$ cat config.mk
export PLATFORM = sky130hd
export DESIGN_NAME = interrupt_redirect_unit
export DESIGN_NICKNAME = d
export VERILOG_FILES = /design/src/rtl/interrupt_redirect_unit.sv
export SDC_FILE = /design/constraint.sdc
export NUM_CORES = 1
export LEC_CHECK = 0
export CORE_MARGIN = 4
export CORE_UTILIZATION = 43
export CTS_BUF_LIST = sky130_fd_sc_hd__clkbuf_8 sky130_fd_sc_hd__clkbuf_16
export CTS_CLUSTER_SIZE = 16
export DETAILED_ROUTE_END_ITERATION = 16
export PLACE_DENSITY = 0.8
export SYNTH_ARGS = -nofsm -noshare
export SYNTH_HDL_FRONTEND = slang
export SYNTH_SLANG_ARGS = --single-unit
export TNS_END_PERCENT = 1
$ cat constraint.sdc
create_clock -name i_clk -period 2.4 [get_ports i_clk]
set_clock_uncertainty 0.05 [all_clocks]
set_input_delay 0.48 -clock i_clk [delete_from_list [all_inputs] [get_ports i_clk]]
set_output_delay 0.48 -clock i_clk [all_outputs]
set_load 0.01 [all_outputs]
$ cat src/rtl/interrupt_redirect_unit.sv
// -----------------------------------------------------------------------------
// interrupt_redirect_unit
//
// Watches level-sensitive interrupt lines. When an enabled line is pending
// while idle, it requests a front-end flush. After the flush is acknowledged it
// emits a one-cycle PC overwrite to the vectored handler address and saves the
// interrupted PC. When mret retires it emits a second one-cycle PC overwrite
// back to the saved PC.
//
// Every output comes straight from a register. The redirect target is computed
// one cycle early, on the edge that enters REDIRECT or RETURN, so that no input
// reaches an output combinationally.
// -----------------------------------------------------------------------------
module interrupt_redirect_unit #(
   parameter int PC_WIDTH    = 32,
   parameter int NUM_IRQ     = 4,
   parameter int CAUSE_WIDTH = 4
) (
   input  logic                   i_clk,
   input  logic                   i_rst,
   input  logic [PC_WIDTH-1:0]    i_pcOut,
   input  logic [NUM_IRQ-1:0]     i_irq,
   input  logic                   i_cfgWE,
   input  logic [NUM_IRQ-1:0]     i_cfgIrqEnable,
   input  logic                   i_cfgGlobalEnable,
   input  logic [PC_WIDTH-1:0]    i_vectorBase,
   output logic                   o_flushReq,
   input  logic                   i_flushAck,
   input  logic                   i_mretRetire,
   output logic [PC_WIDTH-1:0]    o_interruptAddrIn,
   output logic                   o_interruptAddrWE,
   output logic [PC_WIDTH-1:0]    o_epc,
   output logic [CAUSE_WIDTH-1:0] o_cause,
   output logic                   o_inHandler
);

   typedef enum logic [2:0] {
      S_IDLE     = 3'd0,
      S_FLUSH    = 3'd1,
      S_REDIRECT = 3'd2,
      S_HANDLER  = 3'd3,
      S_RETURN   = 3'd4
   } state_t;

   // Lowest set index wins, so line 0 has the highest priority.
   function automatic logic [CAUSE_WIDTH-1:0] f_lowest_index(input logic [NUM_IRQ-1:0] v);
      logic [CAUSE_WIDTH-1:0] idx;
      idx = {CAUSE_WIDTH{1'b0}};
      for (int i = NUM_IRQ - 1; i >= 0; i--) begin
         if (v[i]) begin
            idx = CAUSE_WIDTH'(i);
         end else begin
            idx = idx;
         end
      end
      return idx;
   endfunction

   state_t                 r_state;
   logic [NUM_IRQ-1:0]     r_irq_enable;
   logic                   r_global_enable;
   logic [PC_WIDTH-1:0]    r_epc;
   logic [CAUSE_WIDTH-1:0] r_cause;
   logic                   r_flush_req;
   logic [PC_WIDTH-1:0]    r_addr;
   logic                   r_addr_we;
   logic                   r_in_handler;

   logic [NUM_IRQ-1:0]     w_pend;
   logic [CAUSE_WIDTH-1:0] w_winner;
   logic [PC_WIDTH-1:0]    w_vec_base;
   logic [PC_WIDTH-1:0]    w_vec_target;
   logic                   w_enter_redirect;

   // Pending lines, winner selection and handler address (wraps on overflow).
   always_comb begin
      w_pend           = i_irq & r_irq_enable & {NUM_IRQ{r_global_enable}};
      w_winner         = f_lowest_index(w_pend);
      w_vec_base       = i_vectorBase & {{(PC_WIDTH-2){1'b1}}, 2'b00};
      w_vec_target     = w_vec_base + (PC_WIDTH'(r_cause) << 2);
      w_enter_redirect = (r_state == S_FLUSH) && i_flushAck;
   end

   // Enable registers: the hardware clear on entering REDIRECT, held through
   // REDIRECT, beats a software write; leaving RETURN re-arms the global enable.
   always_ff @(posedge i_clk) begin
      if (i_rst) begin
         r_irq_enable    <= {NUM_IRQ{1'b0}};
         r_global_enable <= 1'b0;
      end else begin
         if (i_cfgWE) begin
            r_irq_enable <= i_cfgIrqEnable;
         end else begin
            r_irq_enable <= r_irq_enable;
         end

         if (w_enter_redirect || (r_state == S_REDIRECT)) begin
            r_global_enable <= 1'b0;
         end else if (r_state == S_RETURN) begin
            r_global_enable <= 1'b1;
         end else if (i_cfgWE) begin
            r_global_enable <= i_cfgGlobalEnable;
         end else begin
            r_global_enable <= r_global_enable;
         end
      end
   end

   // Redirect sequencer with registered outputs.
   always_ff @(posedge i_clk) begin
      if (i_rst) begin
         r_state      <= S_IDLE;
         r_epc        <= {PC_WIDTH{1'b0}};
         r_cause      <= {CAUSE_WIDTH{1'b0}};
         r_flush_req  <= 1'b0;
         r_addr       <= {PC_WIDTH{1'b0}};
         r_addr_we    <= 1'b0;
         r_in_handler <= 1'b0;
      end else begin
         case (r_state)
            S_IDLE: begin
               r_addr       <= {PC_WIDTH{1'b0}};
               r_addr_we    <= 1'b0;
               r_in_handler <= 1'b0;
               if (|w_pend) begin
                  r_cause     <= w_winner;
                  r_flush_req <= 1'b1;
                  r_state     <= S_FLUSH;
               end else begin
                  r_flush_req <= 1'b0;
                  r_state     <= S_IDLE;
               end
            end

            S_FLUSH: begin
               // The cause stays frozen and the flush is never aborted by irq
               // dropping or by enable changes.
               if (i_flushAck) begin
                  r_flush_req  <= 1'b0;
                  r_addr_we    <= 1'b1;
                  r_addr       <= w_vec_target;
                  r_in_handler <= 1'b1;
                  r_state      <= S_REDIRECT;
               end else begin
                  r_flush_req <= 1'b1;
                  r_state     <= S_FLUSH;
               end
            end

            S_REDIRECT: begin
               r_epc       <= i_pcOut;
               r_flush_req <= 1'b0;
               r_addr_we   <= 1'b0;
               r_addr      <= {PC_WIDTH{1'b0}};
               r_state     <= S_HANDLER;
            end

            S_HANDLER: begin
               // No nesting: pending lines are only looked at in IDLE.
               if (i_mretRetire) begin
                  r_addr_we <= 1'b1;
                  r_addr    <= r_epc;
                  r_state   <= S_RETURN;
               end else begin
                  r_addr_we <= 1'b0;
                  r_addr    <= {PC_WIDTH{1'b0}};
                  r_state   <= S_HANDLER;
               end
            end

            S_RETURN: begin
               r_addr_we    <= 1'b0;
               r_addr       <= {PC_WIDTH{1'b0}};
               r_in_handler <= 1'b0;
               r_state      <= S_IDLE;
            end

            default: begin
               r_flush_req  <= 1'b0;
               r_addr_we    <= 1'b0;
               r_addr       <= {PC_WIDTH{1'b0}};
               r_in_handler <= 1'b0;
               r_state      <= S_IDLE;
            end
         endcase
      end
   end

   assign o_flushReq        = r_flush_req;
   assign o_interruptAddrIn = r_addr;
   assign o_interruptAddrWE = r_addr_we;
   assign o_epc             = r_epc;
   assign o_cause           = r_cause;
   assign o_inHandler       = r_in_handler;

endmodule
# Word level (Yosys, flattened, before mapping)
# Index checks and enable logic that the tools add are counted.
# totals
mem_bits_ro,0
reg_bits,79
latch_bits,0
mem_bits_rw,0
inputBits,78
out_inout_bits,71
n_memories,0
# classes
magnitude_cmp,0
n_eq_ne,5
reduce_logical,10
addsub,1
shift,0
n_div,0
multipliers,0
mux,20
bitwise_logic,3
# op_table
operator,count
32-bit two-way mux,2
32-bit one-hot mux with 2 select lines,1
32-bit by 6-bit adder with 32-bit output,1
3-bit one-hot mux with 4 select lines,1
4-bit AND,2
2-bit two-way mux,4
1-bit two-way mux,7
3-bit by 2-bit equality test with 1-bit output (second input constant),2
2-bit OR reduction,3
4-bit two-way mux,1
1-bit one-hot mux with 2 select lines,2
2-bit AND reduction,2
4-bit OR reduction,1
3-bit by 1-bit equality test with 1-bit output (second input constant),1
3-bit equality test (second input constant),1
3-bit logical NOT,1
3-bit two-way mux,1
1-bit one-hot mux with 3 select lines,1
2-bit inequality test (second input constant),1
2-bit nonzero test,1
1-bit logical AND,1
1-bit logical OR,1
1-bit inverter,1

# Longest topological paths before layout
# Gate-level depths: netlist (run 1).
# depth
ltp_word,6
mapped_depth,8

# Worst setup path before layout (run 1)
# No wires, ideal clock.
# synth_path
path_kind,input port to flip-flop
start,in i_vectorBase[2]
end,reg r_addr[16] (netlist: o_interruptAddrIn[16])
cell_stages,8
arrival_time_ps,2119
slack_ps,127
path_cell_list,ha_1 -> inv_1 -> fa_1 -> nand2b_1 -> nor4_4 -> nand2_2 -> xor2_1 -> a2111oi_2
# synth_between
elab_chain_len,3
# synth_rtl
item,line,text
from (decl),26,"input logic [PC_WIDTH-1:0] i_vectorBase,"
32-bit by 6-bit adder with 32-bit output,80,w_vec_target = w_vec_base + (PC_WIDTH'(r_cause) << 2);
32-bit two-way mux,138,if (i_flushAck) begin
32-bit one-hot mux with 2 select lines,120,case (r_state)
to (signal assigned),116,r_addr <= {PC_WIDTH{1'b0}};
to (signal assigned),122,r_addr <= {PC_WIDTH{1'b0}};
to (signal assigned),141,r_addr <= w_vec_target;
to (decl),65,logic [PC_WIDTH-1:0] r_addr;
# Every way passes these cells. The select of a mux whose other input is x is not followed.
# A chain may end at the register's enable or synchronous reset.

# Final worst setup path (run 1)
# layout_path
start,reg r_cause[0] (netlist: o_cause[0])
end,reg r_addr[30] (netlist: o_interruptAddrIn[30])
# layout_between
elab_chain_len,3
# layout_rtl
item,line,text
from (decl),63,logic [CAUSE_WIDTH-1:0] r_cause;
from (signal assigned),114,r_cause <= {CAUSE_WIDTH{1'b0}};
from (signal assigned),126,r_cause <= w_winner;
32-bit by 6-bit adder with 32-bit output,80,
32-bit two-way mux,138,
32-bit one-hot mux with 2 select lines,120,
# Every way passes these cells. The select of a mux whose other input is x is not followed.

==> results.toml, run 1 <==
[routing]
wl_um = 11600
drc = 0
wirelength_met1_um = 4890
viasPerCell = 5.35
top_layer_used = "met4"
first_pass_iters = 4
via_count = 3832
met2WireLength_um = 5610
ant_nets = 0
dr_wl_met3_um = 961
drt_iter0_markers = 148
wire_per_inst_um = 16.3

[die]
die_h_um = 101
die_w_um = 101
ios = 149
start_util_pct = 44.5
die-area_um2 = 10100
core_area_um2 = 8300
num_rows = 33

[sta]
tightest_slew_ns = 0.663
fin_crit_ns = 2.19
max_freq_ghz = 0.457
fin_setup_tns_ns = 0
finalHoldViolCount = 0
fin_crit_sh_pct = 91.1
finalSetupViolCount = 0
slew_headroom_pct = 55.8
maxSlewViolCount = 0
setup_slack_ns = 0.213
grt_setup_unrepaired = "no"

[clock_network]
cts_root_buf = "clkbuf_8"
cts_made_buffers = 9
worst_skew_pair.late_latency_ns = 0.34
cts.clk_slew.worst_paths_ns = 0.08
cts_tree = "done"
htreeDepth = 3
hold_buffers = 0
cts_buffer_depth = 2
clock-sinks = 77

[flow_run]
cap_violations = 0

[logic_synthesis]
synth_area_um2 = 3690
synthArstFlopShare_pct = 0
synth_area_leaders = "dfxtp_1, nand2_1, a21oi_1, a22oi_1, xor2_1"
synth_seq_cells = 77
synth_cells = 445
synthFlopType = "dfxtp_1"
yosys.area.top_type = "dfxtp_1"
avgSynthCellArea_um2 = 8.29
netlist.area_leader.share_pct = 41.8
yosysWarnings = 0
synth_edf_count = 0
ys_seq_area_share_pct = 41.8
yosysUniqueCellTypes = 49

[final_layout]
num-fill-cells = 667
multi_input_area_um2 = 2000
syn2layout_area_growth_pct = 53.1
regArea_um2 = 1540
finalNetCount = 689
drive_above_1_share_pct = 11.9
final_area_um2 = 5650
diodes = 0
fin_util_pct = 68.1

[placement]
place_ws_ns = -0.422
globalplace.congestion = 0.886
numPortBuffers = 144
dp.final_hpwl_um = 8720
place_area_um2 = 5390

[grt]
grtUsageTotal_pct = 22.8
grt_start_max_net_pins = 34
antenna_found_initial = 0
grt_pass1_wl_um = 18700
gr-total-overflow = 0
grt_pass1_vias = 3867

[outcome]
status = "finished, final reports clean"

[power_and_ir_drop]
p_leak_nw = 1.92
ir_worst_vdd_uv = 317
p_per_area_nw_per_um2 = 504
finalPower_w = 0.00285

[critical_path]
required_ns = 2.57
cp_data_arrival_time_ns = 2.36
worst-path-max-fanout = 6
reg2reg_depth = 9
path_class = "register to register"
critical_path.endpoint_type = "register"
startpoint_type = "register"

[min_path]
hold_path_depth = 2
hp-class = "register to register"
-- metal layers --
| layer | up-vias | GRT usage (%) |
|---|---|---|
| met5 | - | 0 |
| met2 | 126 | 38.4 |
| li1 | 1902 | - |
| met3 | 14 | 5.33 |
| met1 | 1790 | 28.9 |
| met4 | 0 | 6.84 |
-- layout make-up --
cell class | count | share of cell area (%)
multi-input combinational | 332 | 35.4
tap | 105 | 2.33
sequential | 77 | 27.3
clock inverter | 4 | 1.73
clock buffer | 10 | 2.44
inverter | 6 | 0.399
timing repair buffer | 182 | 30.4
-- worst max-delay path, stage by stage, from the launching register on --
cell      delay [ns]
dfxtp_1         0.38
ha_2            0.20
inv_1           0.06
fa_2            0.39
nand2b_4        0.17
nor4_4          0.21
buf_4           0.21
nand4_1         0.10
xor2_1          0.21
o22ai_1         0.10
-- stage by stage --
stage / hold slack (ns) / cells
5_1_grt: 0.440 / 716
3_3_place_gp: 0.405 / 700
2_1_floorplan: 0.410 / 446
4_1_cts: 0.415 / 716
6_report: 0.411 / 716
3_5_place_dp: 0.404 / 700
-- where the power goes --
group	internal, W	total, W	switching (W)
combinational	0.000198	0.000355	0.000157
clock	0.000708	0.00118	0.000469
sequential	0.00130	0.00132	0.0000195
-- registers in the layout, indices dropped and copies added (netlist names) --
name               cells
o_flushReq             1
o_inHandler            1
o_interruptAddrWE      1
o_cause                2
r_global_enable        1
r_irq_enable           4
o_epc                 32
o_interruptAddrIn     32
r_state                3
-- cells in the final DEF (no fill, tap or decap), drive strengths merged, types with 3 or more instances in the layout --
cell and count:
clkdlybuf4s50 141, nand2 87, dfxtp 77, a21oi 51, buf 39, a22oi 28, nor2 25, xor2 24
o22ai 19, nand4 13, nand3 12, o21ai 10, clkbuf 10, nor3 9, nor2b 7, inv 6
mux2i 5, nor4 4, a2111oi 3, a21boi 3, xnor2 3, a211oi 3, bufinv 3, nand2b 3
-- synthesized netlist by cell type (all sizes together), types with 5 or more instances --
cell,number
a21oi,51
a22oi,28
buf,5
clkbuf,26
dfxtp,77
inv,6
mux2i,5
nand2,87
nand3,12
nand4,13
nor2,25
nor2b,7
nor3,9
o21ai,10
o22ai,19
xor2,24
-- what timing repair did --
action                                 in CTS  in global routing
endpoints found under the hold margin       0                  0
pin swaps                                   7                  1
setup endpoints to repair                   7                  4
buffers inserted                            2                  0
gates resized for setup                     5                  0
-- cell families (layout without fill, tap and decap cells) --
kind of cell | Yosys count | in the layout | share of synthesized area [%]
AND/OR/NAND/NOR | 171 | 171 | 23.2
flip-flops | 77 | 77 | 41.8
XOR/XNOR | 27 | 27 | 6.41
AO/OA/AOI/OAI | 123 | 123 | 21.0
adder cells (fa/ha/maj) | 3 | 3 | 1.22
buffers and inverters | 37 | 202 | 4.58
other | 1 | 2 | 0.102
multiplexers | 6 | 6 | 1.66
-- final timing paths --
path              startpoint               endpoint  slack, ns
setup / recovery  o_cause[0]  o_interruptAddrIn[30]       0.21
hold / removal    o_flushReq             o_flushReq       0.41
setup reg to reg  o_cause[0]  o_interruptAddrIn[30]       0.21
hold reg to reg   o_flushReq             o_flushReq       0.41
No activity file was read; power rests on OpenSTA's default activity.
==> run 2: changes to the inputs <==
- CORE_UTILIZATION: 43 -> 39
- CTS_CLUSTER_SIZE: 16 -> 12
- PLACE_DENSITY: 0.8 -> 0.76
- clock period: 2.4 -> 1.8 ns (I/O delays scaled with it)
==> run 2 against run 1 <==
Net effect:
- the run now ends with setup timing left
- setup slack lost 0.43 ns
- sequential share of layout area down 1.6 points
- non-clock buffer count grew 39
- hold slack improved by 0.016 ns
- cell count increased by 9.1%
- clock-buffer cell count shrank 1
- critical path depth stayed put
- global-route usage decreased by 0.48 points
- wire length rose by 6.1%
- register-to-register slack lost 0.43 ns
- maximum frequency increased by 8.5%
- core utilization decreased by 2.9 points
- largest cell class unchanged
==> results.toml, run 2 (synthesis gave the netlist of run 1 again) <==
[flow_run]
cap_violations = 0

[grt]
grtUsageTotal_pct = 22.3
grt_pass1_wl_um = 20100
gr-total-overflow = 0
antenna_found_initial = 0
grt_pass1_vias = 4115
grt_start_max_net_pins = 33

[placement]
dp.final_hpwl_um = 9430
dpl.cell_count = 762
place_area_um2 = 5730
globalplace.congestion = 0.889
place_ws_ns = -0.941
numPortBuffers = 144

[min_path]
hp-class = "register to register"

[critical_path]
critPathCapture = "o_interruptAddrIn[16]"
reg2reg_from = "o_cause[0]"
reg2reg_depth = 9
path_class = "register to register"
rr_endpoint = "o_interruptAddrIn[16]"
startpoint_type = "register"
r2r_slack_ns = -0.22
required_ns = 2.00
cp_data_arrival_time_ns = 2.22
critical_path.endpoint_type = "register"
critPathLaunch = "o_cause[0]"
worst-path-max-fanout = 3

[clock_network]
hold_buffers = 0
cts.clk_slew.worst_paths_ns = 0.08
worst_skew_pair.late_latency_ns = 0.35
htreeDepth = 3
cts_made_buffers = 9
cts_tree = "done"
cts_root_buf = "clkbuf_8"
clock-sinks = 77
cts_buffer_depth = 2

[die]
die-area_um2 = 11100
ios = 149
die_w_um = 105
die_h_um = 105
num_rows = 35
start_util_pct = 39.9
core_area_um2 = 9240

[final_layout]
num-fill-cells = 759
syn2layout_area_growth_pct = 63.1
final_cells = 781
drive_above_1_share_pct = 19.5
final_area_um2 = 6020
fin_util_pct = 65.1
mostFrequentLayoutCell = "clkdlybuf4s50_1"
finalNetCount = 728
diodes = 0
final_cell_mix = "clkdlybuf4s50_1, nand2_1, buf_4"

[sta]
fin_crit_sh_pct = 112
finalHoldViolCount = 0
setup_slack_ns = -0.216
finalSetupViolCount = 21
grt_setup_unrepaired = "yes"
max_freq_ghz = 0.496
maxSlewViolCount = 0
fin_crit_ns = 2.02

[routing]
wl_um = 12300
first_pass_iters = 4
ant_nets = 0
drt_iter0_markers = 208
via_count = 4005
viasPerCell = 5.13
drc = 0
wire_per_inst_um = 15.8

[outcome]
status = "complete, but fails checks"
violations = "setup timing"

[power_and_ir_drop]
p_leak_nw = 2.12
p_per_area_nw_per_um2 = 618
ir_worst_vdd_uv = 308
-- run 2: changes by cell type in the layout (fill, tap and decap cells not counted), moves of 2 or more --
cell	change
buf_4	+38
clkinv_2	+3
dfxtp_1	-2
inv_1	-2
inv_2	+2
nor2_1	-2
-- run 2: routing by layer --
| metal | routed length [um] | up-vias | share of wire, % | track usage, % |
|---|---|---|---|---|
| met5 | 0 | - | 0 | 0 |
| met4 | 199 | 0 | 1.6 | 7.03 |
| met3 | 892 | 15 | 7.2 | 5.88 |
| met2 | 5920 | 138 | 48 | 37.2 |
| met1 | 5340 | 1869 | 43 | 28.2 |
| li1 | - | 1983 | - | - |
-- run 2: final cells by class --
type	count	area [um2]	area share, %
multi-input cells	332	2060	34.2
repair buffers	221	2020	33.5
clock buffers	9	124	2.06
clock inverters	7	90.1	1.50
flip-flops and latches	77	1550	25.7
well taps	129	161	2.68
inverters	6	22.5	0.374
-- run 2: how the worst min path moves through the flow --
stage                    start         endpoint  cells past startpoint
2_1_floorplan  r_irq_enable[0]  r_irq_enable[0]                      2
3_3_place_gp        o_flushReq       o_flushReq                      2
3_5_place_dp        o_flushReq       o_flushReq                      2
4_1_cts                  i_rst        o_epc[14]                      3
5_1_grt              o_epc[30]        o_epc[30]                      2
6_report            o_flushReq       o_flushReq                      2
-- run 2: where the power goes --
group | total [W] | internal (W) | switching, W
registers | 0.00175 | 0.00173 | 0.0000203
logic | 0.000537 | 0.000306 | 0.000232
clock network | 0.00143 | 0.000773 | 0.000658
-- run 2: repair_timing --
item,in CTS,in global routing
endpoints found under the setup margin,28,26
buffers inserted,3,0
gates resized for setup,12,4
pin swaps,17,5
-- run 2: worst max-delay path, stage by stage (launching register included) --
cell and delay, ns:
dfxtp_4 0.36, ha_4 0.13, inv_2 0.03, fa_2 0.36
nand2b_4 0.17, nor4_4 0.17, buf_4 0.17, nand2_2 0.04
xor2_1 0.16, a2111oi_2 0.28
-- run 2: metrics by stage --
| step | TNS [ns] | power [W] | hold slack, ns |
|---|---|---|---|
| after global placement | -16.72 | 0.00231 | 0.399 |
| after global routing | -4.64 | 0.00385 | 0.451 |
| after floorplan | -1.83 | 0.00196 | 0.410 |
| after CTS | -2.68 | 0.00373 | 0.426 |
| after detailed placement | -17.81 | 0.00232 | 0.415 |
| final | -2.27 | 0.00372 | 0.428 |
